$ cat src/rtl/alu_issue_scheduler.sv
// Round-robin issue of NREQ lane ops into a shared fixed-latency ALU; a tag pipe
// travels alongside each op so its result is routed back to the originating lane.
module alu_issue_scheduler #(
    parameter int          NREQ    = 4,
    parameter int          ALU_LAT = 2,
    parameter logic [15:0] NOP_INS = 16'hF000
) (
    input  logic                    clk,
    input  logic                    rst,
    input  logic [NREQ-1:0]         req_valid,
    input  logic [16*NREQ-1:0]      req_ins,
    input  logic [16*NREQ-1:0]      req_pc,
    input  logic [16*NREQ-1:0]      req_op1,
    input  logic [16*NREQ-1:0]      req_op2,
    output logic [NREQ-1:0]         req_grant,
    input  logic                    stall,
    input  logic                    flush,
    output logic [15:0]             alu_ins,
    output logic [15:0]             alu_pc,
    output logic [15:0]             alu_op1,
    output logic [15:0]             alu_op2,
    input  logic [15:0]             alu_result,
    output logic                    rsp_valid,
    output logic [$clog2(NREQ)-1:0] rsp_id,
    output logic [15:0]             rsp_data,
    output logic                    busy
);
    localparam int IDW = $clog2(NREQ);

    logic [IDW-1:0]     r_rr_ptr;
    logic [NREQ-1:0]    w_grant;
    logic [IDW-1:0]     w_win;
    logic [IDW-1:0]     w_cand;
    logic               w_accept;

    logic               r_vld_p0;
    logic [IDW-1:0]     r_id_p0;
    logic [15:0]        r_ins_p0;
    logic [15:0]        r_pc_p0;
    logic [15:0]        r_op1_p0;
    logic [15:0]        r_op2_p0;

    logic [ALU_LAT-1:0] r_vld_pn;
    logic [IDW-1:0]     r_id_pn [ALU_LAT];

    // Arbitration: first valid lane at or after r_rr_ptr; index wraps by truncation.
    always_comb begin
        w_grant  = '0;
        w_win    = '0;
        w_cand   = '0;
        w_accept = 1'b0;
        if (!rst && !stall && !flush) begin
            for (int k = 0; k < NREQ; k++) begin
                w_cand = r_rr_ptr + k[IDW-1:0];
                if (!w_accept && req_valid[w_cand]) begin
                    w_accept = 1'b1;
                    w_win    = w_cand;
                end
            end
            if (w_accept) begin
                w_grant[w_win] = 1'b1;
            end
        end
    end

    // Stage p0: issue register feeding the ALU inputs.
    always_ff @(posedge clk or posedge rst) begin
        if (rst) begin
            r_rr_ptr <= '0;
            r_vld_p0 <= 1'b0;
            r_id_p0  <= '0;
            r_ins_p0 <= NOP_INS;
            r_pc_p0  <= '0;
            r_op1_p0 <= '0;
            r_op2_p0 <= '0;
        end else if (w_accept) begin
            r_rr_ptr <= w_win + IDW'(1);
            r_vld_p0 <= 1'b1;
            r_id_p0  <= w_win;
            r_ins_p0 <= req_ins[{w_win, 4'b0000} +: 16];
            r_pc_p0  <= req_pc[{w_win, 4'b0000} +: 16];
            r_op1_p0 <= req_op1[{w_win, 4'b0000} +: 16];
            r_op2_p0 <= req_op2[{w_win, 4'b0000} +: 16];
        end else begin
            r_vld_p0 <= 1'b0;
            r_id_p0  <= '0;
            r_ins_p0 <= NOP_INS;
            r_pc_p0  <= '0;
            r_op1_p0 <= '0;
            r_op2_p0 <= '0;
        end
    end

    // Stages p1..pN: tag pipe mirroring the ALU latency; flush kills every live tag.
    always_ff @(posedge clk or posedge rst) begin
        if (rst) begin
            r_vld_pn <= '0;
            for (int k = 0; k < ALU_LAT; k++) begin
                r_id_pn[k] <= '0;
            end
        end else begin
            r_vld_pn[0] <= r_vld_p0 & ~flush;
            r_id_pn[0]  <= r_id_p0;
            for (int k = 1; k < ALU_LAT; k++) begin
                r_vld_pn[k] <= r_vld_pn[k-1] & ~flush;
                r_id_pn[k]  <= r_id_pn[k-1];
            end
        end
    end

    assign req_grant = w_grant;
    assign alu_ins   = r_ins_p0;
    assign alu_pc    = r_pc_p0;
    assign alu_op1   = r_op1_p0;
    assign alu_op2   = r_op2_p0;
    assign rsp_valid = r_vld_pn[ALU_LAT-1];
    assign rsp_id    = rsp_valid ? r_id_pn[ALU_LAT-1] : '0;
    assign rsp_data  = rsp_valid ? alu_result : 16'h0000;
    assign busy      = r_vld_p0 | (|r_vld_pn);

endmodule

$ cat config.mk
export PLATFORM = sky130hd
export DESIGN_NAME = alu_issue_scheduler
export DESIGN_NICKNAME = d
export VERILOG_FILES = /design/src/rtl/alu_issue_scheduler.sv
export SDC_FILE = /design/constraint.sdc
export NUM_CORES = 1
export LEC_CHECK = 0
export CELL_PAD_IN_SITES_DETAIL_PLACEMENT = 1
export CELL_PAD_IN_SITES_GLOBAL_PLACEMENT = 2
export CORE_UTILIZATION = 17
export DETAILED_ROUTE_END_ITERATION = 16
export GPL_TIMING_DRIVEN = 0
export PLACE_DENSITY = 0.84
export SLEW_MARGIN = 10
export SYNTH_ARGS = -nofsm -noshare
export SYNTH_HDL_FRONTEND = slang
export SYNTH_SLANG_ARGS = --single-unit
$ cat constraint.sdc
create_clock -name clk -period 3.25 [get_ports clk]
set_input_delay 0.975 -clock clk [delete_from_list [all_inputs] [get_ports clk]]
set_output_delay 0.975 -clock clk [all_outputs]
set_load 0.03 [all_outputs]
==> impl_metrics.tcl, run 1 <==
set metrics [dict create \
    clockRootBuffer "clkbuf_16" \
    die_width_um 157 \
    synthXorXnorAreaFrac 0 \
    yosysSeqAreaShare 0.463 \
    die_height_um 157 \
    hp-class "reg -> reg" \
    grt.overflow.total 0 \
    finish.utilization 0.370 \
    gp_congestion 0.742 \
    clock_sinks 75 \
    dp.cells 1033 \
    n_fill_cell 2641 \
    synth_area_leaders "dfrtp_1 44%, mux2i_1 32%, o22ai_1 9.2%" \
    cap_violations 0 \
    nets 1019 \
    wl_met3_um 1660 \
    fmax_mhz 311 \
    cp_cell_sequence "buf_6, nor4_1, or4_4, clkinv_4, o21ai_4, buf_6, nor2_4, buf_6" \
    wirelength_um 19600 \
    layout.cells.non_filler 1063 \
    num_io_pins 368 \
    cts_tree "yes" \
    crit_fanout 6 \
    drc 0 \
    grt_pass1_vias 4689 \
    hold_viol 0 \
    wl_per_cell_um 18.5 \
    startpoint_type "input port" \
    path_depth 8 \
    cp_slowest_cell "or4_4" \
    coreArea_um2 23500 \
    firstDrtPassIters 4 \
    antenna_cells 0 \
    crit_top_cell "buf_6" \
    final_max_slew_viol_count 0 \
    io_buffers 367 \
    synth_cell_types 26 \
    power.total_mw 4.13 \
    synth.top_cell.area_share 0.437 \
    clk_latency_ns 0.34 \
    syn_avg_cell_area_um2 11.7 \
    antenna_found_initial 0 \
    min_path_cells 0 \
    synth-compound-area-share 0.116 \
    drtAntennaViolNets 0 \
    clk_pin_slew_ns 0.06 \
    cts_buffers 9 \
    drive_gt1_frac 0.103 \
    synth_top_area_cell "dfrtp_1" \
    crit_family "simple AND/OR/NAND/NOR gates" \
    ctsLongestPathBuffers 2 \
    slew_headroom 0.636 \
    synth_top_family_by_area "multiplexers" \
    synthTopCellsByCount "129 x mux2i_1, 71 x dfrtp_1, 60 x o22ai_1, 18 x and2_1, 10 x buf_2" \
    viasPerCell 4.19 \
    synth_simple_gate_area_frac 0.0520 \
    ys.flop_type "dfrtp_1" \
    met2_length_um 9920 \
    yosys_warnings 0 \
    yosys_register_bits 75 \
    status "finished clean" \
    rows 56 \
    dr.first_iter.drc_count 105 \
    syn_nets 626 \
    critPathKind "in -> out" \
    synthArstFlopShare 1.00 \
    start_util 0.173 \
    worstPathArrival_ns 2.24 \
    reg2reg_depth 8 \
    multi_input_comb_area_um2 2020 \
    h-tree-depth 3 \
    leakage_nw 3.74 \
    hpwl_um 15500 \
    grt_pass1_wl_um 28600 \
    synth_cells 346 \
    synthAdderAreaFrac 0 \
    final-setup-viol-count 0 \
    finalCriticalPeriod_ns 3.21 \
    netlist_area_um2 4060 \
    critPathBufInv 4 \
    dieArea_um2 24500 \
    register_area_um2 1880 \
    yosysMostFrequentCell "mux2i_1" \
    worstPathRequired_ns 2.27 \
    slowest_delay_ns 0.57 \
    vias 4457 \
    drt-met1-wl_um 7760 \
    highest_layer "met4" \
    worstMarginPinSlew_ns 0.546 \
    end_kind "primary output" \
    synth_mux_area_frac 0.318 \
    grt_max_degree 40 \
    area_growth_pct 114 \
    period_share 0.988 \
    p_per_area_nw_per_um2 476 \
    ir_worst_vdd_mv 0.220 \
    skew_ns 0.0119 \
    synth_enable_flop_cells 0 \
    fin_tns_setup_ns 0 \
    grtUsageTotal 0.159 \
]
## cells by family (layout without fill, tap and decap cells)
logic type | Yosys count | in the layout
DFF | 75 | 75
and+or+nand+nor | 37 | 37
buffers and inverters | 33 | 431
muxes | 129 | 129
AOI/OAI and AO/OA | 72 | 72
## power by group
group	total, mW	switching, mW	internal, mW
Clock	1.18	0.427	0.754
Combinational	1.90	0.910	0.990
Sequential	1.05	0.0340	1.01
## cell usage in the layout, fill, tap and decap left out, drive strengths merged
cell type / count
and2: 18
or3: 1
inv: 4
nor2b: 3
bufinv: 3
a211o: 1
dfrtp: 71
clkbuf: 19
nor2: 9
dfstp: 4
a22oi: 4
a221oi: 1
mux2i: 129
buf: 47
a221o: 1
clkdlybuf4s50: 355
nand2: 2
nor4: 1
o21ai: 1
nand2b: 2
a211oi: 1
o22ai: 60
dlygate4sd2: 1
a21oi: 3
clkinv: 2
or4: 1
## through the flow
stage / cell area (µm²) / setup WS, ns / hold WS [ns]
6_report: 8680 / 0.0396 / 0.345
3_5_place_dp: 8170 / -1.46 / 0.336
2_1_floorplan: 4070 / -0.0722 / 0.331
3_3_place_gp: 8140 / -1.42 / 0.331
4_1_cts: 8650 / 0.000189 / 0.349
5_1_grt: 8680 / -0.00793 / 0.356
## final cells by class
cell class                 count  share of cell area
tap                          319              0.0460
multi-input combinational    238               0.233
timing repair buffer         384               0.440
clock inverter                 4              0.0114
inverter                       5             0.00303
sequential                    75               0.217
clock buffer                  12              0.0273
buffer                        26              0.0225
## per-layer routing
layer  vias to the layer above  global-route usage
met5                         -                   0
met4                         0              0.0476
met3                        17              0.0454
met2                       226               0.283
met1                      2132               0.182
li1                       2082                   -
## flip-flops by register name (all words and copies together), names as in the netlist
name and count:
alu_pc 16, r_id_pn 4, r_rr_ptr 2, r_vld_p0 1, r_vld_pn 2, alu_ins 16
alu_op2 16, r_id_p0 2, alu_op1 16
## what timing repair did
| action | in CTS | in global routing |
|---|---|---|
| pin swaps | 5 | 4 |
| buffers inserted | 14 | 2 |
| hold buffers | 0 | 0 |
| cloned | 0 | 0 |
| gates resized for setup | 69 | 13 |
| endpoints found under the setup margin | 5 | 4 |
## final timing paths
check	endpoint	slack (ns)	start
hold reg to reg	r_id_pn[3]	0.35	r_id_p0[1]
setup / recovery	req_grant[0]	0.04	req_valid[2]
max in group asynchronous	alu_ins[14]	1.90	rst
hold / removal	r_id_pn[3]	0.35	r_id_p0[1]
min in group asynchronous	alu_ins[10]	0.69	rst
setup reg to reg	alu_op1[1]	0.95	r_rr_ptr[1]
(Power assumes the default switching activity.)
==> run 2, diff against run 1 <==
PLACE_DENSITY = 0.83   (was 0.84)
==> impl_metrics.tcl, run 2 (synthesis gave the netlist of run 1 again) <==
set metrics [dict create \
    status "finished clean" \
    cp_slowest_cell "clkdlybuf4s50_1" \
    cts_hold_buf 0 \
    p_per_area_nw_per_um2 470 \
    start_util 0.173 \
    min_from "r_id_p0[1]" \
    r2r_end "alu_pc[4]" \
    cp_cell_sequence "clkdlybuf4s50_1, and2_1, clkdlybuf4s50_1" \
    grtUsageTotal 0.157 \
    worstPathRequired_ns 2.27 \
    finish.utilization 0.366 \
    startpoint_type "input port" \
    final_max_slew_viol_count 0 \
    grt_pass1_vias 4755 \
    dieArea_um2 24500 \
    viasPerCell 4.16 \
    rows 56 \
    crit_fanout 1 \
    ir_worst_vdd_mv 0.196 \
    n_fill_cell 2639 \
    nets 1011 \
    period_share 0.990 \
    final_common_cell "clkdlybuf4s50_1" \
    antenna_cells 0 \
    multi_input_comb_area_um2 2010 \
    hold_viol 0 \
    slew_headroom 0.622 \
    layout_common_cells "356 x clkdlybuf4s50_1, 129 x mux2i_1, 71 x dfrtp_1" \
    h-tree-depth 3 \
    coreArea_um2 23500 \
    io_buffers 367 \
    wl_per_cell_um 18.5 \
    min_to "r_id_pn[3]" \
    layout.cells.non_filler 1055 \
    clk_pin_slew_ns 0.05 \
    clockRootBuffer "clkbuf_16" \
    grt_max_degree 41 \
    leakage_nw 3.70 \
    grt.overflow.total 0 \
    worstPathArrival_ns 2.24 \
    die_width_um 157 \
    skew_ns 0.0115 \
    drtAntennaViolNets 0 \
    min_path_cells 0 \
    drive_gt1_frac 0.0924 \
    power.total_mw 4.04 \
    reg2reg_depth 6 \
    antenna_found_initial 0 \
    cts_buffers 9 \
    hp-class "reg -> reg" \
    slowest_delay_ns 0.66 \
    finalCriticalPeriod_ns 3.22 \
    die_height_um 157 \
    cap_violations 0 \
    r2r-start "r_rr_ptr[0]" \
    fin_tns_setup_ns 0 \
    crit_top_cell "clkdlybuf4s50_1" \
    grt_pass1_wl_um 28100 \
    gp_congestion 0.776 \
    critPathKind "in -> out" \
    firstDrtPassIters 5 \
    area_growth_pct 112 \
    dr.first_iter.drc_count 110 \
    clock_sinks 75 \
    vias 4391 \
    final-setup-viol-count 0 \
    hpwl_um 15400 \
    worstMarginPinSlew_ns 0.567 \
    ctsLongestPathBuffers 2 \
    dp.cells 1033 \
    register_area_um2 1880 \
    drc 0 \
    clk_latency_ns 0.34 \
    fmax_mhz 311 \
    rsz0062_at_grt "yes" \
    wirelength_um 19500 \
    reg2reg_slack_ns 1.14 \
    num_io_pins 368 \
    cts_tree "yes" \
    end_kind "primary output" \
]
-- run 2: changes by cell type in the layout (fill, tap and decap cells not counted), sizes merged --
cell | previous run | this run
clkdlybuf4s50 | 355 | 356
clkbuf | 19 | 20
bufinv | 3 | 2
buf | 47 | 38
inv | 4 | 5
dlygate4sd2 | 1 | 0
-- run 2: repair_timing --
action,in CTS,in global routing
resized for setup,73,5
endpoints found under the setup margin,4,4
pin swaps,1,5
buffers inserted,6,1
-- run 2: critical path: cells and delay by family --
| kind | cells | cell delay, ns |
|---|---|---|
| buffers and inverters | 2 | 1.14 |
| AND/OR/NAND/NOR | 1 | 0.13 |
-- run 2: area by class of cell --
| type | instances | share of cell area |
|---|---|---|
| Multi-Input combinational cell | 238 | 0.234 |
| Inverter | 5 | 0.00306 |
| Buffer | 27 | 0.0250 |
| Timing Repair Buffer | 375 | 0.435 |
| Clock inverter | 4 | 0.00859 |
| Tap cell | 319 | 0.0464 |
| Clock buffer | 12 | 0.0287 |
| Sequential cell | 75 | 0.219 |
-- run 2: through the flow --
step	hold WS, ns	cell area (µm²)	setup WS [ns]
floorplan	0.331	4070	-0.0722
global placement	0.331	8140	-1.42
detailed placement	0.336	8170	-1.44
CTS	0.349	8580	0.00624
global route	0.361	8590	-0.0214
finish	0.346	8590	0.0320
-- run 2: how the worst max path moves through the flow --
stage	end	slack, ns	cells after the start	start
final	rsp_data[12]	0.03	3	alu_result[12]
after global routing	req_grant[0]	-0.02	7	rst
after global placement	req_grant[2]	-1.42	8	req_valid[2]
after CTS	req_grant[0]	0.006	8	req_valid[1]
after detailed placement	req_grant[2]	-1.44	8	req_valid[2]
after floorplan	req_grant[2]	-0.07	5	rst
-- run 2: layer usage --
layer / wire length (µm) / global-route usage / vias up / part of all wire
li1: - / - / 2072 / -
met1: 7680 / 0.179 / 2077 / 0.39
met2: 9910 / 0.283 / 228 / 0.51
met3: 1660 / 0.0471 / 14 / 0.085
met4: 221 / 0.0430 / 0 / 0.011
met5: 0 / 0 / - / 0
-- run 2: report_power, final --
part / internal, mW / total [mW] / switching, mW
logic: 0.980 / 1.88 / 0.900
clock network: 0.695 / 1.11 / 0.416
registers: 1.01 / 1.05 / 0.0325
total: 2.69 / 4.04 / 1.35
